$ cat config.mk
export PLATFORM = sky130hd
export DESIGN_NAME = mux4_rr_arbiter
export DESIGN_NICKNAME = d
export VERILOG_FILES = /design/src/rtl/mux4_rr_arbiter.sv
export SDC_FILE = /design/constraint.sdc
export NUM_CORES = 1
export LEC_CHECK = 0
export ABC_AREA = 1
export BUFFER_PORTS_ARGS = -buffer_cell sky130_fd_sc_hd__buf_2
export CAP_MARGIN = 20
export CORE_MARGIN = 2
export CORE_UTILIZATION = 35
export CTS_CLUSTER_SIZE = 8
export DETAILED_ROUTE_END_ITERATION = 10
export PLACE_DENSITY = 0.67
export SYNTH_ARGS = -nofsm -noshare
export SYNTH_HDL_FRONTEND = slang
export SYNTH_SLANG_ARGS = --single-unit
$ cat constraint.sdc
create_clock -name clk -period 1.62 [get_ports clk]
set_input_delay 0.162 -clock clk [delete_from_list [all_inputs] [get_ports clk]]
set_output_delay 0.162 -clock clk [all_outputs]
set_load 0.05 [all_outputs]
$ cat src/rtl/mux4_rr_arbiter.sv
// mux4_rr_arbiter: round-robin arbiter that drives the select lines of one
// shared 4-to-1 mux on behalf of four level-requesting clients.
//
// Ports:
//   clk        system clock, rising edge
//   rst_n      asynchronous active-low reset
//   req[3:0]   level requests, req[k] routes mux input k
//   gnt[3:0]   registered one-hot grant, zero when idle
//   s1, s0     registered mux select, stable for the whole busy window
//   busy       a grant is active (equals |gnt)
//   owner[1:0] index of the current or most recent grantee
//
// Build option: define MUX4_ARB_PREEMPT_EN to build the hold counter that
// forces a release after MAX_HOLD granted cycles when others are waiting.
// Without it the owner keeps the grant until its own request drops.

module mux4_rr_arbiter #(
    parameter int MAX_HOLD = 8,
    parameter int HOLD_W   = 4
) (
    input  logic       clk,
    input  logic       rst_n,
    input  logic [3:0] req,
    output logic [3:0] gnt,
    output logic       s1,
    output logic       s0,
    output logic       busy,
    output logic [1:0] owner
);

    localparam logic [0:0] S_IDLE = 1'b0;
    localparam logic [0:0] S_BUSY = 1'b1;

    if (MAX_HOLD < 2 || MAX_HOLD > 15 || (1 << HOLD_W) <= MAX_HOLD) begin : g_cfg_chk
        $error("mux4_rr_arbiter: illegal MAX_HOLD/HOLD_W");
    end

    logic [0:0] state_q, state_d;
    logic [3:0] gnt_q, gnt_d;
    logic [1:0] sel_q, sel_d;
    logic [1:0] ptr_q, ptr_d;

    logic       pick_vld;
    logic [1:0] pick;
    logic       force_rel;

    // First asserted request in rotated order starting at ptr.
    always_comb begin
        logic [1:0] idx;
        pick_vld = 1'b0;
        pick     = ptr_q;
        for (int i = 0; i < 4; i++) begin
            idx = ptr_q + 2'(i);
            if (!pick_vld && req[idx]) begin
                pick_vld = 1'b1;
                pick     = idx;
            end
        end
    end

`ifdef MUX4_ARB_PREEMPT_EN
    logic [HOLD_W-1:0] cnt_q, cnt_d;
    logic              others;

    assign others    = |(req & ~gnt_q);
    assign force_rel = (cnt_q == HOLD_W'(MAX_HOLD - 1)) && others;
`else
    assign force_rel = 1'b0;
`endif

    always_comb begin
        state_d = state_q;
        gnt_d   = gnt_q;
        sel_d   = sel_q;
        ptr_d   = ptr_q;
`ifdef MUX4_ARB_PREEMPT_EN
        cnt_d   = cnt_q;
`endif
        unique case (state_q)
            S_IDLE: begin
                if (pick_vld) begin
                    state_d = S_BUSY;
                    gnt_d   = 4'b0001 << pick;
                    sel_d   = pick;
                    ptr_d   = pick + 2'd1;
`ifdef MUX4_ARB_PREEMPT_EN
                    cnt_d   = '0;
`endif
                end
            end
            S_BUSY: begin
                // Release always passes through IDLE for one cycle, so the
                // select lines can only move while busy is low.
                if (!req[sel_q] || force_rel) begin
                    state_d = S_IDLE;
                    gnt_d   = 4'b0000;
                end
`ifdef MUX4_ARB_PREEMPT_EN
                else if (cnt_q != HOLD_W'(MAX_HOLD - 1)) begin
                    cnt_d = cnt_q + 1'b1;
                end
`endif
            end
            default: begin
                state_d = S_IDLE;
                gnt_d   = 4'b0000;
            end
        endcase
    end

    always_ff @(posedge clk or negedge rst_n) begin
        if (!rst_n) begin
            state_q <= S_IDLE;
            gnt_q   <= 4'b0000;
            sel_q   <= 2'd0;
            ptr_q   <= 2'd0;
`ifdef MUX4_ARB_PREEMPT_EN
            cnt_q   <= '0;
`endif
        end else begin
            state_q <= state_d;
            gnt_q   <= gnt_d;
            sel_q   <= sel_d;
            ptr_q   <= ptr_d;
`ifdef MUX4_ARB_PREEMPT_EN
            cnt_q   <= cnt_d;
`endif
        end
    end

    assign gnt   = gnt_q;
    assign s1    = sel_q[1];
    assign s0    = sel_q[0];
    assign owner = sel_q;
    assign busy  = (state_q == S_BUSY);

endmodule

Word level (Yosys, flattened, before mapping)
Index checks and enable logic that the tools add are counted.
{ "classes": {"n_addsub": 4, "order_cmp": 5, "eq_ne": 2, "shifts": 1, "n_mux": 23, "bitwise_logic": 1, "n_reduce_logical": 8} }
{ "op_table": {"columns": ["operator", "count"], "rows": [
  ["2-bit by 3-bit less-than comparator with 1-bit output (second input constant)", 5],
  ["1-bit 2-to-1 mux", 11],
  ["1-bit binary-select mux with 2-bit select", 5],
  ["4-bit 2-to-1 mux", 2],
  ["4-bit case mux with 2 select lines", 1],
  ["2-bit 2-to-1 mux", 3],
  ["2-bit by 1-bit adder with 2-bit output (second input constant)", 2],
  ["2-bit adder (second input constant)", 2],
  ["2-bit != test (second input constant)", 2],
  ["2-bit AND reduction", 2],
  ["1-bit by 2-bit << shifter with 4-bit output (first input constant)", 1],
  ["1-bit logical AND", 3],
  ["1-bit zero test", 3],
  ["1-bit case mux with 2 select lines", 1],
  ["1-bit NOT", 1]
]} }
{ "totals": {"ff_bits": 9, "in_bits": 6, "out_inout_bits": 9, "elab_cells": 48} }

Longest topological paths before layout
Gate-level depths: netlist (run 1).
{ "depth": {"ltp_word": 15, "mapped_depth": 14, "mapped_depth_nobuf": 14} }

Worst setup path after synthesis (run 1)
No wires, ideal clock.
{ "synth_timing": {"path_type": "register to register", "from": "reg ptr_q[0]", "to": "reg ptr_q[1]", "t_arrival_ns": 1.636, "path_slack_ns": -0.137, "path_stages_with_launch": 13, "n_path_buf": 1, "synth_period_minus_slack_ns": 1.757, "path_cell_list": "dfrtp_1 > buf_6 > nand2_1 > nand2_2 > o21ai_2 > inv_1 > nor2_1 > nand2_1 > nand2_1 > inv_1 > ha_1 > nand2_1 > o21ai_1"} }
{ "synth_between": {"elab_chain_len": 13, "elab_cells_between_ends": 26, "cone_classes": "add/sub (4); mux (15); reduce/logical (7)"} }
{ "synth_lines": {"columns": ["element", "line", "source"], "rows": [
  ["from (decl)", "41", "logic [1:0] ptr_q, ptr_d;"],
  ["from (signal assigned)", "124", "ptr_q <= ptr_d;"],
  ["branches (longest 11 deep; another with 2-bit by 1-bit adder with 2-bit output)", null, null],
  ["2-bit 2-to-1 mux *", "54", "if (!pick_vld && req[idx]) begin"],
  ["net pick[0]", "44", "logic [1:0] pick;"],
  ["2-bit by 1-bit adder with 2-bit output *", "85", "ptr_d = pick + 2'd1;"]
]} }
Mark *: on every way through the listed nets, which the timed path passes. The select of a mux whose other input is x is not followed.
A chain may end at the register's enable or synchronous reset.

Final worst setup path (run 1)
{ "layout_timing": {"from": "reg ptr_q[0]", "to": "reg gnt_q[0] (netlist: gnt[0])"} }
{ "layout_between": {"elab_chain_len": 15, "elab_cells_between_ends": 29, "cone_classes": "add/sub (3); eq/ne (1); shift (1); mux (17); reduce/logical (7)"} }
{ "layout_lines": {"columns": ["element", "line", "source"], "rows": [
  ["branches (longest 15 deep; another with 2-bit by 1-bit adder with 2-bit output)", null, null],
  ["to (signal assigned)", "122", "gnt_q <= gnt_d;"],
  ["to (decl)", "39", "logic [3:0] gnt_q, gnt_d;"]
]} }
Parallel ways; which one is timed is not known. The select of a mux whose other input is x is not followed.

==> results of run 1 <==
[flip-flops by register name, summed over array words and instances (netlist names)]
name   count
busy       1
gnt        4
ptr_q      2
owner      2
[per-layer routing]
metal / routed length (um) / share of wire, %
met2: 1190 / 54
met3: 58 / 2.6
met4: 33 / 1.5
met5: 0 / 0
met1: 920 / 42
[what timing repair did]
action | CTS | global route
pin swaps | 22 | 15
hold buffers | 1 | 0
hold endpoints to repair | 9 | 0
buffers inserted | 8 | 4
endpoints found under the setup margin | 8 | 9
cloned | 1 | 0
resized for setup | 24 | 15
[metrics by stage]
| step | setup slack [ns] | cell area, um^2 |
|---|---|---|
| finish | -0.306 | 1150 |
| global route | -0.448 | 1150 |
| CTS | -0.198 | 1060 |
| detailed placement | -0.267 | 881 |
| global placement | -0.257 | 881 |
| floorplan | -0.0785 | 747 |
[area by class of cell]
class	count	share of cell area, %
multi-input combinational	90	48.5
inverter	12	4.15
sequential	9	19.8
timing repair inverter	1	0.655
timing repair buffer	34	21.7
tap	27	2.95
clock buffer	4	2.29
[layout by cell type (no fill, tap or decap)]
cell,count
nand2_1,43
clkbuf_1,1
ha_2,1
nand3_2,7
o21ai_0,1
nand4_1,1
o211ai_1,1
ha_1,2
o21ai_1,2
o21ai_4,1
nand2_4,1
clkbuf_4,3
nand3_4,1
dfrtp_1,8
a21oi_1,2
nor2_2,1
inv_2,5
ha_4,1
o21ai_2,1
dfrtp_2,1
buf_4,12
nor2_1,1
inv_1,6
nor2_4,3
dlygate4sd3_1,1
nand2_2,18
inv_4,1
buf_2,14
nand3_1,2
buf_6,7
clkinvlp_4,1
[worst reg2reg max path, delay by kind of cell, from the launching register on]
family | cells | cell delay [ns]
adder cells (fa/ha/maj) | 1 | 0.19
buffers and inverters | 3 | 0.36
flip-flops | 1 | 0.46
AND/OR/NAND/NOR | 9 | 0.81
[worst paths after layout]
path | start | end | slack (ns) | depth (start not counted)
max | ptr_q[0]$_DFFE_PN0P_ | gnt[0]$_DFFE_PN0P_ | -0.31 | 13
min | rst_n | owner[0]$_DFFE_PN0P_ | 0.25 | 2
max reg2reg | ptr_q[0]$_DFFE_PN0P_ | gnt[0]$_DFFE_PN0P_ | -0.31 | 13
min reg2reg | gnt[0]$_DFFE_PN0P_ | gnt[0]$_DFFE_PN0P_ | 0.47 | 2
max in group asynchronous | rst_n | ptr_q[0]$_DFFE_PN0P_ | 1.17 | 2
min in group clk | req[0] | busy$_DFF_PN0_ | 0.41 | 5
[logic make-up (layout without fill, tap and decap cells)]
kind of cell | Yosys count | after routing
adders and majority gates | 4 | 4
buffers and inverters | 16 | 51
AOI/OAI and AO/OA | 8 | 8
DFF | 9 | 9
and+or+nand+nor | 78 | 78
==> out/results.txt, run 1 <==
The repair_antennas step left the layout with diodes totalling 0. The post-synthesis cell type with the largest combined area is dfrtp_1. After global routing, the most crowded layer is met2.

The least setup slack across all paths after layout was -0.306 ns. In the final layout, the share of cells above drive strength 1 is 52.7%. For the number of warnings reported in the yosys synthesis log, the log shows 0.

The run finished, with violations left. Along the worst path, the maximum fanout reaches 7. The die covers 2480 um^2. Number of buffers inserted by port buffering: 14. The run gives 0 as the max-slew violation count. The finished layout holds 177 standard cells, fillers aside. The final reports fail on setup timing.

Data on the critical path arrives at its endpoint at 2.10 ns. The tools report the distinct cell type count after synthesis as 19. Of the post-synthesis cell area, the dominant cell type holds 30.7%.

Area fraction in and, or, nand and nor cells after synthesis: 44.6%. On the critical path the largest part of the delay comes from simple AND/OR/NAND/NOR gates. The most used flip-flop cell after synthesis was dfrtp_1. For the maximum frequency from static timing analysis, the log shows 0.519 GHz.

In this run the cell area of the synthesized design comes to 734 um^2. The synthesized netlist devotes 6.30% of its cell area to compound gates. Setup total negative slack on the finished layout was measured at -1.88 ns. After detailed routing, the number of remaining DRC violations is 0. The placeable core area is 1960 um^2. Synthesis inferred 9 register bits.

Clock tree synthesis selected as its root buffer the cell clkbuf_4. For the clock sink total, the log shows 9. The critical path contains buffers and inverters numbering 3 combined. The largest single stage delay on the critical path is 0.46 ns. The clock passes through at most 2 buffers. Across the routed clock network, the largest skew measured is 0.00694 ns. Setup violations remaining at the end of the flow were counted as 8. Yosys mapped a number of flops with a built-in enable equal to 0. For this run the aggregate overflow at the end of global routing stands at 0.

The post-synthesis share of cell area spent on xor and xnor gates works out to 0%. Mean routed wirelength per cell: 12.4 um. Async set or reset register ratio after synthesis: 100%. Data on the critical path is required at its endpoint by 1.80 ns. In the synthesized netlist, mux cells make up 0% of the area.

The worst setup path is launched from a register. The logs give 4 for the number of detailed-route iterations in the first pass and 0 for the initial antenna violation count. Ranked by instance count, the synthesized netlist is headed by nand2_1, dfrtp_1, inv_1, nand3_1, ha_1. The post-route clock period utilization is 119%.

For this configuration, the core starts out at a cell density of 37.4%. The post-detailed-route count of antenna-violating nets was 0; the register clock-pin slew on the reported worst setup and hold paths was 0.07 ns. The smallest clock period supported by the final layout is computed as 1.93 ns. The signal on the critical path passes through clkinvlp_4 > nand2_2 > nand2_1 > nand2_1 > nand2_2 > inv_2 > nand4_1 > nand2_1 > nand2_2 > buf_6 > ha_1 > nand2_1 > nand2_1. After legalization and detailed placement, the total HPWL measured 1320 um.

The global routing met3 resource utilization is 2.73%, and the flip-flop and latch area is 226 um^2. The I/O pin count is 15, and the first-pass GRT wire length is 3380 um. The number of nets handed over by synthesis was 125. TritonCTS built the clock tree. For the worst-skew pair, the clock arrives at the later sink with an insertion delay of 0.29 ns. Total clock buffers created by CTS: 3. The maximum level of the CTS H-tree is 1, and the part of the Yosys area used for sequential elements is 30.7%. The tools report the number of core rows as 16. The combinational family with the most area after synthesis is simple AND/OR/NAND/NOR gates. For the via count of the first global-routing pass, the log shows 794. The tools report the hold violation total from the final report as 0. Global routing used 20.7% of the available met1 tracks. The worst hold path belongs to the class primary input to async pin. Sorting the synthesized cells by area gives the leading types as dfrtp_1, nand2_1, ha_1, nand3_1, inv_1. The critical setup path kind is register to register. Cells fill 58.4% of the core in the end. The average footprint of a synthesized cell works out to 6.39 um^2.

Final hold analysis gives a worst-case slack of 0.249 ns. Using the TritonRoute via totals, the vias-per-cell ratio works out to 4.85. Slowest library cell on the worst path: dfrtp_2. In this run the horizontal extent of the chip is 49.8 um.

The adder-cell area share of the yosys netlist came out at 6.81%. Summing all multi-input logic gate instances after layout gives 556 um^2. Including well taps, the total number of placed cells is 161. The most frequent cell after synthesis was nand2_1.

The logs give 0 for the count of maximum capacitance violations and 17.9% for the total routing usage reported by global routing. In this run the vertical extent of the chip is 49.8 um. Counting stages on the worst path, the most repeated cell is nand2_1.

The number of nets in the layout came out at 161. The area growth from synthesis to layout is 56.0%. The routed layout has 859 vias. After detailed routing, the total wire length is 2200 um. Worst relative slew slack: 83.7%. In this run, the number of DRC markers left after iteration 0 of detailed routing was 11. In the synthesized netlist, the number of instances is 115. STA classifies the critical path endpoint as a register. The maximum number of pins on one net before global-route repair is 12, and the met2 capacity usage during global routing is 32.0%.

For the routability-driven placement congestion ratio, the log shows 0.911. Setup repair after global routing could not meet its margin everywhere. The actual slew at the worst max-slew pin is 0.244 ns. The run gives 177 as the filler cell count.
Power of run 1 is not shown: default switching activity piles up to over one toggle a cycle in this logic, so the estimate is an artifact.
==> inputs of run 2 (changes only) <==
--- a/config.mk
+++ b/config.mk
@@ -5,14 +5,14 @@
 export SDC_FILE = /design/constraint.sdc
 export NUM_CORES = 1
 export LEC_CHECK = 0
-export ABC_AREA = 1
+export ABC_AREA = 0
 export BUFFER_PORTS_ARGS = -buffer_cell sky130_fd_sc_hd__buf_2
 export CAP_MARGIN = 20
 export CORE_MARGIN = 2
 export CORE_UTILIZATION = 35
 export CTS_CLUSTER_SIZE = 8
 export DETAILED_ROUTE_END_ITERATION = 10
-export PLACE_DENSITY = 0.67
+export PLACE_DENSITY = 0.69
 export SYNTH_ARGS = -nofsm -noshare
 export SYNTH_HDL_FRONTEND = slang
 export SYNTH_SLANG_ARGS = --single-unit
==> run 2 against run 1 <==
- the flow now finishes without violations
- register-to-register slack better by 0.31 ns
- sequential cell count stayed put
- die area is 18% lower
- clock-buffer cell count stayed put
- synthesized cell count is 52% lower
- critical path type unchanged
- critical endpoint is now ptr_q[1]$_DFFE_PN0P_
- highest routed layer unchanged
==> out/results.txt, run 2 <==
The power density over cell area is 2160 nW/um^2. The number of core rows is 14 (-2). The flow ran to the end, and the final reports show no timing, DRC or antenna violations. The number of buffers inserted by port buffering came out at 14 (unchanged).

The startpoint of the worst setup timing path was ptr_q[0]$_DFFE_PN0P_. The post-synthesis cell type with the largest combined area is dfrtp_1. The area fraction in and, or, nand and nor cells after synthesis works out to 20.5% (-24 points).

After synthesis, the cell types taking the most area are dfrtp_1, ha_1, mux2i_1, o21ai_1, mux4_2. The average footprint of a synthesized cell is 10.8 um^2 (+68%). The actual slew at the worst max-slew pin came out at 0.436 ns (+0.192 ns).

For the data arrival time of the worst path, the log shows 1.76 ns (-0.34 ns). The library cell used most frequently in the layout, excluding fill and tap cells, is buf_2. Of the total power, the share spent switching nets is 51.9%.

The run gives 0 (unchanged) as the number of warnings reported in the yosys synthesis log. Aggregate global routing overflow: 0 (unchanged). The logs give 7 (-4) for the number of DRC violations after detailed-routing iteration 0 and 1300 um (-41%) for the final wirelength. The layout cell share with drive strength beyond 1 was 42.7% (-10 points); the number of vias per cell was 5.44 (+12%).

The run gives 0.370 nW as the total leakage power. The tools report the required arrival time at the worst endpoint as 1.77 ns (-0.03 ns). The master cell of the clock root buffer was clkbuf_4.

The total standard cell area after synthesis is 592 um^2 (-19%), and the filler cell count is 139 (-21%). The diode insertion count for antenna repair came out at 0 (unchanged). The run gives 2040 um^2 (-18%) as the floorplan die area. The post-synthesis mux area share came out at 13.1% (+13 points).

Setup repair after global routing could not meet its margin everywhere. The async set or reset register ratio after synthesis came out at 100% (unchanged). The count of flip-flops with a built-in enable after synthesis was 0 (unchanged).

The total cell area at the placement stage was 731 um^2 (-17%); the die extent in y was 45.1 um (-9.4%). The number of nets in the layout is 93 (-42%), and the register clock-pin slew on the reported worst setup and hold paths is 0.06 ns (about the same). The run gives 31 (+12) as the distinct cell type count after synthesis. The clock tree skew after final layout is 0.000313 ns (-0.00663 ns), and the maximum ir drop on the vdd rail is 0.825 mV. For the count of final setup violators, the log shows 0 (-8).

The tools report the residual DRC count as 0 (unchanged). The placeable core area was 1540 um^2 (-21%). The clock period minus final worst setup slack was 1.62 ns (-0.308 ns). TritonCTS built the clock tree. The tools report the detailed-route via count as 533 (-38%). The post-route standard cell area excluding fillers came out at 795 um^2 (-31%). Worst flop-to-flop path startpoint: ptr_q[0]$_DFFE_PN0P_. The buffer levels on the longest clock path came out at 2 (unchanged).

The number of detailed-route iterations in the first pass is 4 (unchanged), and the flop and latch count out of synthesis is 9 (unchanged). Leaving out fill and tap cells, the most frequent cells in the layout are buf_2, buf_4, dfrtp_1. The hold violation total from the final report is 0 (unchanged), and the maximum fanout encountered on the critical timing path is 4 (-3). In the post-synthesis netlist, the cell with the most instances is dfrtp_1. The initial antenna violation count was 0 (unchanged); the area share of the leading cell type in the synthesized netlist was 38.1% (+7.4 points). The synthesized-area fraction occupied by ao, oa, aoi and oai cells was 16.7% (+10 points); the worst relative slew slack was 70.9% (-13 points).

Maximum frequency from static timing analysis: 0.618 GHz (+19%). After synthesis, the most frequently instantiated cells are dfrtp_1, o21ai_1, ha_1, mux2i_1, nand3_1. For the clock sink total, the log shows 9 (unchanged).

The initial core utilization is 38.4% (+0.96 points), and the first-pass GRT wire length is 2120 um (-37%). The tools report the kind of start point of the critical path as a register. The total clock buffers created by CTS was 3 (unchanged). The class of the most critical hold timing path was primary input to async pin.

The mean routed wirelength per cell was 13.2 um (+6.4%). The internal portion of the total power is 0.825 mW. Most used flip-flop cell after synthesis: dfrtp_1. The width of the die is 45.1 um (-9.4%), and the part of the Yosys area used for sequential elements is 38.1% (+7.4 points). The post-route clock period utilization is 99.8% (-19 points). The adder-cell area share of the yosys netlist works out to 8.46% (+1.6 points). After synthesis, the largest family of logic cells by area is simple AND/OR/NAND/NOR gates. The analysis attributes to net switching a power of 0.891 mW. The run gives 973 um (-26%) as the post-detailed-placement half-perimeter wirelength.

The via count of the first global-routing pass is 470 (-41%), and the count of maximum capacitance violations is 0 (unchanged). The run gives 10.1% as the clock group share of total power. The number of instances in the placed design was 91 (-43%); the source-to-sink clock delay at the later pin of the worst-skew pair was 0.26 ns (-0.03 ns). The post-synthesis to final-layout area growth works out to 34.2%. Combinational cells account for 62.3% of the total power.

The I/O pin count was 15 (unchanged); the post-synthesis share of cell area spent on xor and xnor gates was 0% (unchanged). The run gives 0.774 (-15%) as the routability-driven placement congestion ratio. The setup path with the least slack is of type register to register.

The total routing usage reported by global routing was 15.1% (-2.8 points). The number of nets produced by synthesis is 65 (-48%). The synthesized instance count was 55 (-52%); the maximum level of the CTS H-tree was 1 (unchanged). The worst setup path is captured at a register.

The flip-flop count of the largest register, all copies and words added was 4 (unchanged). The post-detailed-route count of antenna-violating nets was 0 (unchanged); the max-slew violation count was 0 (unchanged). The maximum number of pins on one net before global-route repair is 15 (+3). Registers are responsible for 27.7% of the overall power. The final standard cell count with taps included and fillers excluded was 98 (-45%).
run 2: timing repair:
| action | in CTS | in global routing |
|---|---|---|
| endpoints found under the hold margin | 9 | 0 |
| buffers inserted | 1 | 1 |
| gates resized for setup | 0 | 4 |
| pin swaps | 1 | 3 |
| hold buffers | 1 | 0 |
| setup endpoints to repair | 1 | 4 |
run 2: final timing paths:
path | to | slack (ns) | depth (start not counted)
min in group clk | owner[0]$_DFFE_PN0P_ | 0.40 | 5
max | ptr_q[1]$_DFFE_PN0P_ | 0.002 | 5
max reg2reg | ptr_q[1]$_DFFE_PN0P_ | 0.002 | 5
min reg2reg | gnt[2]$_DFFE_PN0P_ | 0.54 | 2
min | gnt[2]$_DFFE_PN0P_ | 0.29 | 2
max in group asynchronous | ptr_q[0]$_DFFE_PN0P_ | 1.15 | 2
run 2: logic make-up after synthesis:
logic type      count (synthesis)
compound gates                 15
fa+ha+maj                       4
buf+inv                         3
flops                           9
mux                             6
simple gates                   18
run 2: worst max-delay path, cell delays in order (launching register included):
cell and delay [ns]:
dfrtp_1 0.41, nand2b_1 0.18, a21oi_1 0.28, nor3_2 0.10, ha_1 0.29, mux2_4 0.25
run 2: final cells by class:
type	count	area (um^2)	share of cell area, %
multi-input cells	43	360	45.4
flip-flops and latches	9	225	28.3
repair buffers	26	163	20.5
clock buffers	4	26.3	3.31
well taps	16	20.0	2.52
run 2: through the flow:
stage / util, % / TNS (ns) / power, mW / hold slack (ns) / worst slack [ns]
2_1_floorplan: - / 0 / 1.25 / -0.134 / 0.0277
3_3_place_gp: 47.4 / 0 / 1.49 / 0.0217 / 0.0238
3_5_place_dp: 47.4 / -0.00995 / 1.50 / 0.0269 / -0.00995
4_1_cts: 50.2 / 0 / 1.69 / 0.276 / 0.00169
5_1_grt: 51.5 / -0.226 / 1.84 / 0.308 / -0.0623
6_report: 51.5 / 0 / 1.72 / 0.287 / 0.00244
run 2: power groups by stage:
| stage | logic (mW) | registers (mW) | clock network [mW] |
|---|---|---|---|
| after floorplan | 0.497 | 0.748 | 0 |
| after global placement | 1.02 | 0.471 | 0 |
| after detailed placement | 1.02 | 0.476 | 0 |
| after CTS | 1.03 | 0.472 | 0.181 |
| after global routing | 1.15 | 0.493 | 0.192 |
| final | 1.07 | 0.475 | 0.173 |
run 2: per-layer routing:
| metal | vias to the layer above | routed length (um) | GRT usage, % |
|---|---|---|---|
| li1 | 259 | - | - |
| met4 | 0 | 20 | 7.06 |
| met5 | - | 0 | 0 |
| met2 | 11 | 677 | 24.9 |
| met1 | 258 | 536 | 17.0 |
| met3 | 5 | 60 | 6.00 |
(Power assumes the default switching activity.)
